`src/rtl/fetch_decode_unit.sv`:
```
// fetch_decode_unit: multi-cycle control for a small 8-bit core.
// Each instruction runs FETCH -> DECODE -> EXECUTE -> WRITEBACK, drives the
// synchronous program ROM, sequences a 4x8 register file and flag register,
// and issues operands and strobes to an external execution unit.
module fetch_decode_unit #(
  parameter logic [7:0] RESET_PC = 8'h00
) (
  input  logic        clk,
  input  logic        rst_n,
  input  logic        start,
  output logic [7:0]  pc,
  input  logic [15:0] instr,
  output logic [7:0]  A,
  output logic [7:0]  B,
  output logic [3:0]  opcode,
  output logic [7:0]  address,
  output logic        readEnable,
  output logic        writeEnable,
  output logic [7:0]  dataCopy,
  input  logic [7:0]  ans,
  input  logic [3:0]  FL,
  input  logic [7:0]  data,
  output logic        halted
);

  typedef enum logic [2:0] {
    S_IDLE      = 3'd0,
    S_FETCH     = 3'd1,
    S_DECODE    = 3'd2,
    S_EXECUTE   = 3'd3,
    S_WRITEBACK = 3'd4,
    S_HALT      = 3'd5
  } state_t;

  localparam logic [3:0] OP_LDI  = 4'hA;
  localparam logic [3:0] OP_LD   = 4'hB;
  localparam logic [3:0] OP_ST   = 4'hC;
  localparam logic [3:0] OP_JMP  = 4'hD;
  localparam logic [3:0] OP_JZ   = 4'hE;
  localparam logic [3:0] OP_HALT = 4'hF;

  // Ops 1..9 are forwarded to the execution unit as ALU operations.
  function automatic logic is_alu(input logic [3:0] op);
    return (op >= 4'h1) && (op <= 4'h9);
  endfunction

  // Control state and architectural state
  state_t      r_state;
  state_t      w_state_nxt;
  logic [15:0] r_ir;
  logic [7:0]  r_pc;
  logic [7:0]  r_regs [4];
  logic [3:0]  r_flr;

  // Registered outputs and their next values
  logic [7:0]  r_pc_o,     w_pc_o_nxt;
  logic [7:0]  r_a,        w_a_nxt;
  logic [7:0]  r_b,        w_b_nxt;
  logic [3:0]  r_opcode,   w_opcode_nxt;
  logic [7:0]  r_address,  w_addr_nxt;
  logic        r_re,       w_re_nxt;
  logic        r_we,       w_we_nxt;
  logic [7:0]  r_dc,       w_dc_nxt;
  logic        r_halted,   w_halted_nxt;

  // Decoder: in DECODE it looks at the fresh ROM word, otherwise at the held IR
  logic [15:0] w_dec_word;
  logic [3:0]  w_dec_op;
  logic [1:0]  w_dec_rd;
  logic [1:0]  w_dec_rs;
  logic [7:0]  w_dec_imm;
  logic [7:0]  w_pc_seq;
  logic [7:0]  w_pc_next;

  assign w_dec_word = (r_state == S_DECODE) ? instr : r_ir;
  assign w_dec_op   = w_dec_word[15:12];
  assign w_dec_rd   = w_dec_word[11:10];
  assign w_dec_rs   = w_dec_word[9:8];
  assign w_dec_imm  = w_dec_word[7:0];
  assign w_pc_seq   = r_pc + 8'd1;

  // Next-PC selection for the instruction held in IR (used in WRITEBACK)
  always_comb begin
    w_pc_next = w_pc_seq;
    case (w_dec_op)
      OP_JMP: w_pc_next = w_dec_imm;
      OP_JZ: begin
        if (r_flr[0]) begin
          w_pc_next = w_dec_imm;
        end else begin
          w_pc_next = w_pc_seq;
        end
      end
      default: w_pc_next = w_pc_seq;
    endcase
  end

  // FSM state register
  always_ff @(posedge clk or negedge rst_n) begin
    if (!rst_n) begin
      r_state <= S_IDLE;
    end else begin
      r_state <= w_state_nxt;
    end
  end

  // FSM next-state logic; start only matters in IDLE and HALT
  always_comb begin
    w_state_nxt = r_state;
    case (r_state)
      S_IDLE: begin
        if (start) begin
          w_state_nxt = S_FETCH;
        end else begin
          w_state_nxt = S_IDLE;
        end
      end
      S_FETCH:   w_state_nxt = S_DECODE;
      S_DECODE:  w_state_nxt = S_EXECUTE;
      S_EXECUTE: w_state_nxt = S_WRITEBACK;
      S_WRITEBACK: begin
        if (w_dec_op == OP_HALT) begin
          w_state_nxt = S_HALT;
        end else begin
          w_state_nxt = S_FETCH;
        end
      end
      S_HALT: begin
        if (start) begin
          w_state_nxt = S_IDLE;
        end else begin
          w_state_nxt = S_HALT;
        end
      end
      default: w_state_nxt = S_IDLE;
    endcase
  end

  // FSM output logic: next values for the registered outputs.
  // EXECUTE-cycle outputs are prepared while in DECODE so they are
  // registered exactly for the EXECUTE cycle; operands, address and
  // store data otherwise hold, opcode and strobes return to zero.
  always_comb begin
    w_pc_o_nxt   = r_pc_o;
    w_a_nxt      = r_a;
    w_b_nxt      = r_b;
    w_addr_nxt   = r_address;
    w_dc_nxt     = r_dc;
    w_opcode_nxt = 4'h0;
    w_re_nxt     = 1'b0;
    w_we_nxt     = 1'b0;
    w_halted_nxt = (w_state_nxt == S_HALT);

    if (w_state_nxt == S_FETCH) begin
      if (r_state == S_WRITEBACK) begin
        w_pc_o_nxt = w_pc_next;
      end else begin
        w_pc_o_nxt = r_pc;
      end
    end else begin
      w_pc_o_nxt = r_pc_o;
    end

    if (r_state == S_DECODE) begin
      if (is_alu(w_dec_op)) begin
        w_opcode_nxt = w_dec_op;
        w_a_nxt      = r_regs[w_dec_rd];
        w_b_nxt      = r_regs[w_dec_rs];
      end else if (w_dec_op == OP_LD) begin
        w_addr_nxt   = w_dec_imm;
        w_re_nxt     = 1'b1;
      end else if (w_dec_op == OP_ST) begin
        w_addr_nxt   = w_dec_imm;
        w_dc_nxt     = r_regs[w_dec_rd];
        w_we_nxt     = 1'b1;
      end else begin
        w_opcode_nxt = 4'h0;
      end
    end else begin
      w_opcode_nxt = 4'h0;
    end
  end

  // Output registers; reset clears them, so an in-flight strobe drops at once
  always_ff @(posedge clk or negedge rst_n) begin
    if (!rst_n) begin
      r_pc_o    <= 8'h00;
      r_a       <= 8'h00;
      r_b       <= 8'h00;
      r_opcode  <= 4'h0;
      r_address <= 8'h00;
      r_re      <= 1'b0;
      r_we      <= 1'b0;
      r_dc      <= 8'h00;
      r_halted  <= 1'b0;
    end else begin
      r_pc_o    <= w_pc_o_nxt;
      r_a       <= w_a_nxt;
      r_b       <= w_b_nxt;
      r_opcode  <= w_opcode_nxt;
      r_address <= w_addr_nxt;
      r_re      <= w_re_nxt;
      r_we      <= w_we_nxt;
      r_dc      <= w_dc_nxt;
      r_halted  <= w_halted_nxt;
    end
  end

  // Architectural state: IR latched in DECODE, PC/registers/flags in WRITEBACK
  always_ff @(posedge clk or negedge rst_n) begin
    if (!rst_n) begin
      r_ir  <= 16'h0000;
      r_pc  <= RESET_PC;
      r_flr <= 4'h0;
      for (int i = 0; i < 4; i++) begin
        r_regs[i] <= 8'h00;
      end
    end else begin
      if (r_state == S_DECODE) begin
        r_ir <= instr;
      end
      if (r_state == S_WRITEBACK) begin
        r_pc <= w_pc_next;
        if (is_alu(w_dec_op)) begin
          r_regs[w_dec_rd] <= ans;
          r_flr            <= FL;
        end else if (w_dec_op == OP_LDI) begin
          r_regs[w_dec_rd] <= w_dec_imm;
        end else if (w_dec_op == OP_LD) begin
          r_regs[w_dec_rd] <= data;
        end
      end
    end
  end

  assign pc          = r_pc_o;
  assign A           = r_a;
  assign B           = r_b;
  assign opcode      = r_opcode;
  assign address     = r_address;
  assign readEnable  = r_re;
  assign writeEnable = r_we;
  assign dataCopy    = r_dc;
  assign halted      = r_halted;

endmodule

```
`config.mk`:
```
export PLATFORM = sky130hd
export DESIGN_NAME = fetch_decode_unit
export DESIGN_NICKNAME = d
export VERILOG_FILES = /design/src/rtl/fetch_decode_unit.sv
export SDC_FILE = /design/constraint.sdc
export NUM_CORES = 1
export LEC_CHECK = 0
export CORE_AREA = 5 5 107 109
export CTS_BUF_LIST = sky130_fd_sc_hd__clkbuf_8 sky130_fd_sc_hd__clkbuf_16
export CTS_CLUSTER_SIZE = 28
export DETAILED_ROUTE_END_ITERATION = 8
export DIE_AREA = 0 0 112 114
export GPL_ROUTABILITY_DRIVEN = 0
export PLACE_DENSITY = 0.75
export REMOVE_ABC_BUFFERS = 1
export SLEW_MARGIN = 20
export SYNTH_ARGS = -nofsm -noshare
export SYNTH_HDL_FRONTEND = slang
export SYNTH_SLANG_ARGS = --single-unit
```
`constraint.sdc`:
```
create_clock -name clk -period 3.45 [get_ports clk]
set_clock_uncertainty 0.2 [all_clocks]
set_input_delay 0.69 -clock clk [delete_from_list [all_inputs] [get_ports clk]]
set_output_delay 0.69 -clock clk [all_outputs]
set_load 0.03 [all_outputs]
```
---- Word-level counts from Yosys, hierarchy flattened ----
Cells that the tools add are included.
word-level totals
  bits in registers ....................... 107
  output and inout bits ................... 47
  word-level logic and storage cells ...... 83
cells by class
  add/sub/neg operators ................... 1
  magnitude comparators ................... 5
  equality and inequality tests ........... 13
  muxes and demuxes ....................... 33
  bitwise gates (word level) .............. 4
  reduce and logical (&&, ||, !) cells .... 10
operator list
  cell                 number
  $bwmux 32            3
  $mux 32              3
  $mux 8               9
  $bmux 8 s2           2
  $eq 4x4->1 const B   6
  $pmux 3 s6           1
  $demux 8 s2          1
  $mux 16              1
  $pmux 8 s2           1
  $eq 3x3->1 const B   3
  $add 8x1->8 const B  1
  $mux 1               8
  $mux 4               2
  $eq 3x1->1 const B   2
  $eq 3x2->1 const B   2
  $ge 3x3->1 const B   2
  $mux 3               2
  $not 2->3            2
  $reduce_and 2->1     3
  $ge 4x1->1 const B   1
  $le 4x4->1 const B   1
  $reduce_and 4->1     1
  $logic_not 3->1      1
  $lt 3x1->1 const B   1
  other kinds (5)      7

---- Logic depth before layout (Yosys ltp) ----
Gate-level depths: netlist of run 1.
  depth after elaboration ................. 11
  mapped depth ............................ 9

---- Worst setup path before layout of run 1 ----
No wires, ideal clock.
  kind .................................... input port to flip-flop
  start point ............................. in instr[12]
  end point ............................... reg r_regs[20] (netlist bit)
  setup time .............................. 125 ps
  data arrival time ....................... 2427 ps
  setup slack ............................. 699 ps
  cell stages on the path ................. 6
  path through ............................ or4_1 nand3_2 a21boi_1 buf_2 mux2_2 mux2_2
on the way
  word-level cells in the longest chain between the ends .. 5
  elaborated cells between the ends (all ways) .. 10
  classes of those cells .................. 2 x order compare; 2 x eq/ne; 3 x mux; 3 x reduce/logical
ends and longest elaborated chain
  element                                          line  RTL
  start, declared                                  12    input logic [15:0] instr,
  $mux 16 (*)                                      n/a
  $ge 4x1->1 / $le 4x4->1 (equally long branches)  44    return (op >= 4'h1) && (op <= 4'h9);
  $logic_and 1x1->1                                44
  $reduce_bool 3->1 (no source line)               n/a
  $reduce_and 2->1 (no source line)                n/a
  end signal, assigned by index                    225   r_regs[w_dec_rd] <= ans;
  end signal, assigned by index                    228   r_regs[w_dec_rd] <= w_dec_imm;
  end signal, assigned by index                    230   r_regs[w_dec_rd] <= data;
  end, declared                                    52    logic [7:0] r_regs [4];
Mark *: on every way between the ends. The rest lies on a longest branch, timed or not.
A chain may end at the register's enable or synchronous reset.

---- Worst setup path after layout of run 1 ----
  start point ............................. reg r_state[1]
  end point ............................... reg r_regs[12] (netlist bit)
on the way
  elaborated cells between the ends (all ways) .. 22
  classes of those cells .................. 4 x order compare; 4 x eq/ne; 9 x mux; 1 x bitwise; 4 x reduce/logical
RTL lines
  element                  line  RTL
  start, declared          48    state_t r_state;
  start signal, assigned   103   r_state <= w_state_nxt;
  $eq 3x2->1               75    assign w_dec_word = (r_state == S_DECODE) ? instr : r_ir;
  $mux 16                  n/a
  named net w_dec_word[4]  67    logic [15:0] w_dec_word;
  $bwmux 32                228
  $mux 32                  227   end else if (w_dec_op == OP_LDI) begin
  $mux 32                  224   if (is_alu(w_dec_op)) begin
The timed path passes the listed nets, and every way through them passes these cells. The select of a mux whose other input is x is not followed.

==> flow_summary_export.csv, run 1 <==
group,metric,value,unit
drt,drt_drc_violations_left,0,
clocking,cts.path.max_buffers,2,
drt,dr_wl_met3,559,µm
timing,max_slew.worst_pin.slew,0.924,ns
die,die_x,112,µm
die,die_y,114,µm
grt,grt_max_degree,49,
worst_setup_path,cp_max_fo,14,
clocking,cts_buffers,9,
grt,grt_usage,19.5,%
synth,synth_edf_count,0,
synth,ys_seq_area_share,52.8,%
drt,drtIter0Drc,160,
power_and_ir_drop,intPower,3530,µW
timing,grt_setup_unrepaired,"false",
power_and_ir_drop,ir_drop,0.394,mV
synth,synth_warnings,0,
timing,hold_viol,0,
drt,num_vias,3696,
drt,top_layer,"met4",
worst_setup_path,start_kind,"flip-flop",
clocking,postCtsSetupBuffers,0,
die,die-area,0.0128,mm²
cells_and_area,layout.nets,565,
clocking,cts_repair_resize_count,0,
power_and_ir_drop,seq_power_share,35.7,%
synth,netlist_area,0.00507,mm²
placed_design,dp_cells,654,
power_and_ir_drop,p_sw_share,39.9,%
die,core-area,0.0105,mm²
worst_setup_path,reg2reg_slack,0.43,ns
synth,synth_flop_cell,"dfrtp_1",
synth,synth_top_area_share,52.8,%
timing,period_needed,3.02,ns
grt,grt_pass1_vias,3910,
worst_setup_path,cp_common_cell,"mux2_2",
run,maxCapViolations,0,
worst_setup_path,path_cells,"nor3b_4 > buf_4 > mux2_2 > mux2_2 > mux2_2 > mux2_2",
clocking,clkSinkCount,107,
timing,slew_violations,0,
cells_and_area,drive_gt1_share,20.4,%
grt,grt-ovfl-total,0,
power_and_ir_drop,p_leak,0.00290,µW
power_and_ir_drop,p_sw,2340,µW
drt,wl_per_cell,17.8,µm
cells_and_area,insertedDiodeCount,0,
clocking,insertion_delay,0.37,ns
worst_setup_path,cp_data_arrival_time,3.07,ns
grt,grt_first_pass_wirelength,19800,µm
drt,firstDrtPassIters,4,
timing,slew_headroom,38.2,%
min_path,hold_class,"primary input to async pin",
die,start_util,48.3,%
drt,wl,11900,µm
timing,setup_viol,0,
worst_setup_path,cp_data_required_time,3.51,ns
drt,wl_met2,5750,µm
cells_and_area,final_cells,669,
synth,synth_cells,430,
die,design.portCount,86,
clocking,cts_tree,"yes",
drt,drt-met1-wl,5340,µm
synth,synthArstFlopShare,100,%
power_and_ir_drop,combPwrFrac,50.4,%
synth,synth_cell_type_count,52,
timing,fmaxAchievable,332,MHz
clocking,cts_root_buf,"clkbuf_8",
clocking,clkTransAtPathRegs,0.09,ns
worst_setup_path,crit_path_end_kind,"flip-flop",
timing,fin_hold_ws,0.128,ns
clocking,cts_hold_buf,0,
die,row_count,38,
cells_and_area,areaGrowthSynthToFinish,25.1,%
worst_setup_path,slowest_delay,0.64,ns
synth,synth_top_cell_by_area,"dfrtp_1",
outcome,status,"finished clean",
synth,avgSynthCellArea,11.8,µm²
cells_and_area,fillers,865,
power_and_ir_drop,power_frac_clock,13.9,%
timing,post-route-period-util,87.4,%
synth,ys_ff_latch,107,
drt,avgViaCountPerCell,5.52,
synth,ys_top_cells_by_area,"dfrtp_1 (53%), mux2_2 (14%), mux2i_1 (11%)",
placed_design,io_buffer_count,82,
worst_setup_path,crit_slowest_cell,"nor3b_4",
clocking,htreeDepth,3,
drt,ant_nets,0,
worst_setup_path,r2r-end,"r_regs[12]",
grt,antenna_found_initial,0,
power_and_ir_drop,powerDensity,924,mW/mm²
worst_setup_path,ff2ff_path_depth,6,
placed_design,dp.final_hpwl,8710,µm
worst_setup_path,critical_path_class,"flip-flop to flip-flop",
worst_setup_path,worstReg2RegStart,"r_state[1]",
-- how the worst max path moves through the flow --
stage	end	depth (start not counted)	startpoint
2_1_floorplan	r_regs[12]	4	r_state[2]
3_3_place_gp	r_regs[20]	7	instr[12]
3_5_place_dp	r_regs[4]	7	instr[12]
4_1_cts	r_regs[12]	6	r_state[1]
5_1_grt	dataCopy[1]	7	r_state[1]
6_report	r_regs[12]	6	r_state[1]
-- final cells by class --
| class | count | area, µm² | share of cell area (%) |
|---|---|---|---|
| Sequential cell | 107 | 2680 | 42.2 |
| Multi-Input combinational cell | 291 | 2260 | 35.6 |
| Timing Repair Buffer | 104 | 983 | 15.5 |
| Tap cell | 140 | 175 | 2.76 |
| Clock buffer | 10 | 138 | 2.17 |
| Clock inverter | 5 | 71.3 | 1.12 |
| Inverter | 12 | 45.0 | 0.709 |
-- cells by family (layout without fill, tap and decap cells) --
family	count (synthesis)	in the layout	share of synthesized area [%]
muxes	121	121	25.6
AOI/OAI and AO/OA	59	59	7.25
and+or+nand+nor	109	109	11.2
xor gates and xnor gates	1	1	0.173
adders and majority gates	1	1	0.247
buffers and inverters	32	131	2.81
DFF	107	107	52.8
-- synth_stat cells, drive strengths merged, types with 2 or more instances --
cell type / instances
o211ai: 2
inv: 12
or4: 3
clkbuf: 7
or3: 2
nand2b: 3
mux2: 63
nand4: 6
nor3: 12
and4: 2
nor2: 23
nand3b: 2
a211oi: 2
nor4: 3
mux2i: 58
nor4bb: 2
a211o: 4
a21oi: 17
nor2b: 2
nand2: 29
dfrtp: 107
a21boi: 2
buf: 13
and3: 3
o21ai: 22
nor3b: 2
nand3: 12
-- registers in the layout, indices dropped and copies added, names as in the netlist, 3 cells and up --
signal	count
r_ir	16
r_state	3
pc	8
dataCopy	8
address	8
B	8
r_pc	8
opcode	4
A	8
r_regs	32
-- power by group through the flow --
stage / Clock, µW / Sequential, µW / Combinational (µW)
6_report: 817 / 2100 / 2960
3_3_place_gp: 0 / 2090 / 2870
3_5_place_dp: 0 / 2120 / 2980
4_1_cts: 842 / 2100 / 2990
2_1_floorplan: 0 / 2380 / 1640
5_1_grt: 890 / 2170 / 3210
-- layer usage --
| layer | track usage, % | vias to the layer above |
|---|---|---|
| met4 | 8.41 | 0 |
| met2 | 31.9 | 118 |
| met5 | 0 | - |
| li1 | - | 1736 |
| met3 | 2.71 | 19 |
| met1 | 26.2 | 1823 |
-- critical path: cells and delay by family, from the launching register on --
| kind | cells | cell delay [ns] |
|---|---|---|
| mux | 4 | 1.23 |
| simple gates | 1 | 0.64 |
| flops | 1 | 0.50 |
| buf+inv | 1 | 0.32 |
-- cell usage in the layout, fill, tap and decap left out, types with 3 or more instances in the layout --
master,n
a211o_1,4
a21oi_1,17
and3_1,3
buf_4,23
clkbuf_8,10
clkdlybuf4s50_1,81
dfrtp_1,107
inv_1,13
mux2_2,63
mux2i_1,56
nand2_1,29
nand2b_1,3
nand3_1,11
nand4_1,6
nor2_1,23
nor3_1,10
nor4_1,3
o21ai_0,19
o21ai_1,3
or4_1,3
-- through the flow --
stage / power (µW) / worst slack, ns / instance area [µm²] / utilization [%] / TNS (ns)
6_report: 5870 / 0.435 / 6350 / 60.4 / 0
5_1_grt: 6260 / 0.326 / 6350 / 60.4 / 0
4_1_cts: 5930 / 0.453 / 6350 / 60.4 / 0
3_5_place_dp: 5100 / 0.213 / 6140 / 58.5 / 0
3_3_place_gp: 4960 / 0.244 / 6140 / 58.5 / 0
2_1_floorplan: 4020 / -0.634 / 4980 / - / -15.44
No activity file was read; power rests on OpenSTA's default activity.
==> inputs of run 2 (changes only) <==
RECOVER_POWER = 25   (was default)
==> flow_summary_export.csv, run 2 (same netlist as run 1, synthesis figures left out) <==
group,metric,value,unit
outcome,status,"finished clean",
cells_and_area,largest-register,"r_regs",
drt,drtIter0Drc,154,
grt,grt-ovfl-total,0,
power_and_ir_drop,intPower,3530,µW
min_path,hold_class,"flip-flop to flip-flop",
grt,grt_first_pass_wirelength,19800,µm
clocking,postCtsSetupBuffers,0,
clocking,cts_tree,"yes",
timing,post-route-period-util,87.3,%
grt,grt_max_degree,49,
cells_and_area,final_cell_mix,"dfrtp_1 (107), clkdlybuf4s50_1 (81), mux2_2 (63)",
worst_setup_path,cp_max_fo,14,
cells_and_area,largest_register_ff_count,32,
clocking,insertion_delay,0.37,ns
power_and_ir_drop,ir_drop,0.394,mV
timing,fin_hold_ws,0.311,ns
timing,slew_headroom,20.4,%
cells_and_area,insertedDiodeCount,0,
drt,wl_per_cell,17.8,µm
timing,period_needed,3.01,ns
timing,setup_viol,0,
cells_and_area,fillers,870,
cells_and_area,final_common_cell,"dfrtp_1",
worst_setup_path,start_kind,"flip-flop",
timing,slew_violations,0,
timing,hold_viol,0,
clocking,htreeDepth,3,
drt,avgViaCountPerCell,5.49,
clocking,cts.path.max_buffers,2,
cells_and_area,areaGrowthSynthToFinish,25.0,%
worst_setup_path,cp_data_arrival_time,3.07,ns
drt,wl,11900,µm
grt,grt_usage,19.5,%
die,row_count,38,
power_and_ir_drop,p_sw_share,39.9,%
worst_setup_path,crit_path_end_kind,"flip-flop",
placed_design,dp.final_hpwl,8710,µm
placed_design,dp_slack,0.213,ns
clocking,cts_root_buf,"clkbuf_8",
cells_and_area,layout.nets,565,
power_and_ir_drop,power_frac_clock,13.9,%
worst_setup_path,crit_slowest_cell,"nor3b_4",
timing,fin_ws,0.440,ns
worst_setup_path,slowest_delay,0.64,ns
drt,drt_drc_violations_left,0,
power_and_ir_drop,p_total,5870,µW
timing,max_slew.worst_pin.slew,1.19,ns
grt,antenna_found_initial,0,
die,start_util,48.3,%
power_and_ir_drop,p_leak,0.00289,µW
run,maxCapViolations,0,
clocking,clkTransAtPathRegs,0.09,ns
clocking,clkSinkCount,107,
cells_and_area,reg.largest.list,"r_regs: 32 flops, r_ir: 16 flops",
clocking,cts_hold_buf,0,
grt,grt_pass1_vias,3910,
power_and_ir_drop,p_sw,2340,µW
drt,num_vias,3674,
die,die_y,114,µm
drt,ant_nets,0,
power_and_ir_drop,combPwrFrac,50.4,%
timing,fin_tns_setup,0,ns
die,core-area,0.0105,mm²
die,die_x,112,µm
power_and_ir_drop,powerDensity,926,mW/mm²
clocking,cts_repair_resize_count,0,
worst_setup_path,cp_data_required_time,3.51,ns
worst_setup_path,path_cells,"nor3b_4 > buf_4 > mux2_2 > mux2_2 > mux2_2 > mux2_2",
die,design.portCount,86,
worst_setup_path,critical_path_class,"flip-flop to flip-flop",
die,die-area,0.0128,mm²
drt,firstDrtPassIters,4,
clocking,cts_buffers,9,
timing,grt_setup_unrepaired,"false",
placed_design,io_buffer_count,82,
worst_setup_path,cp_common_cell,"mux2_2",
cells_and_area,drive_gt1_share,20.0,%
power_and_ir_drop,seq_power_share,35.7,%
timing,fmaxAchievable,332,MHz
[run 2: changes by cell type in the layout (fill, tap and decap cells not counted)]
cell,change
buf_4,-3
clkbuf_1,+2
clkbuf_2,+1
[run 2: through the flow]
step | area, µm² | cells | utilization (%)
3_5_place_dp | 6140 | 654 | 58.5
4_1_cts | 6350 | 669 | 60.4
5_1_grt | 6340 | 669 | 60.3
3_3_place_gp | 6140 | 654 | 58.5
6_report | 6340 | 669 | 60.3
2_1_floorplan | 4980 | 410 | -
[run 2: final cells by class]
type	count	area [µm²]	share of cell area, %
well taps	140	175	2.76
clock inverters	5	71.3	1.12
clock buffers	10	138	2.17
flip-flops and latches	107	2680	42.2
multi-input cells	291	2260	35.7
inverters	12	45.0	0.710
repair buffers	104	973	15.4
[run 2: power groups by stage]
| stage | combinational, µW | sequential [µW] | clock, µW |
|---|---|---|---|
| global route | 3210 | 2170 | 890 |
| floorplan | 1640 | 2380 | 0 |
| global placement | 2870 | 2090 | 0 |
| CTS | 2990 | 2100 | 842 |
| finish | 2960 | 2100 | 817 |
| detailed placement | 2980 | 2120 | 0 |
[run 2: worst max-delay path: cells and delay by family, from the launching register on]
| family | cells | cell delay, ns |
|---|---|---|
| DFF | 1 | 0.50 |
| and+or+nand+nor | 1 | 0.64 |
| buffers and inverters | 1 | 0.32 |
| muxes | 4 | 1.23 |
[run 2: routing by layer]
metal	share of wire [%]	global-route usage, %	vias to the layer above
li1	-	-	1737
met1	45	26.2	1816
met2	48	31.9	104
met3	4.4	2.71	17
met4	2.3	8.41	0
met5	0	0	-
[run 2: worst paths after layout]
kind	depth (start not counted)	start	endpoint	slack, ns
worst max register to register	6	r_state[1]	r_regs[12]	0.44
min in group asynchronous	1	rst_n	pc[1]	0.35
max in group asynchronous	2	rst_n	B[2]	1.09
worst min-delay path	1	A[7]	A[7]	0.31
worst min register to register	1	A[7]	A[7]	0.31
worst max-delay path	6	r_state[1]	r_regs[12]	0.44
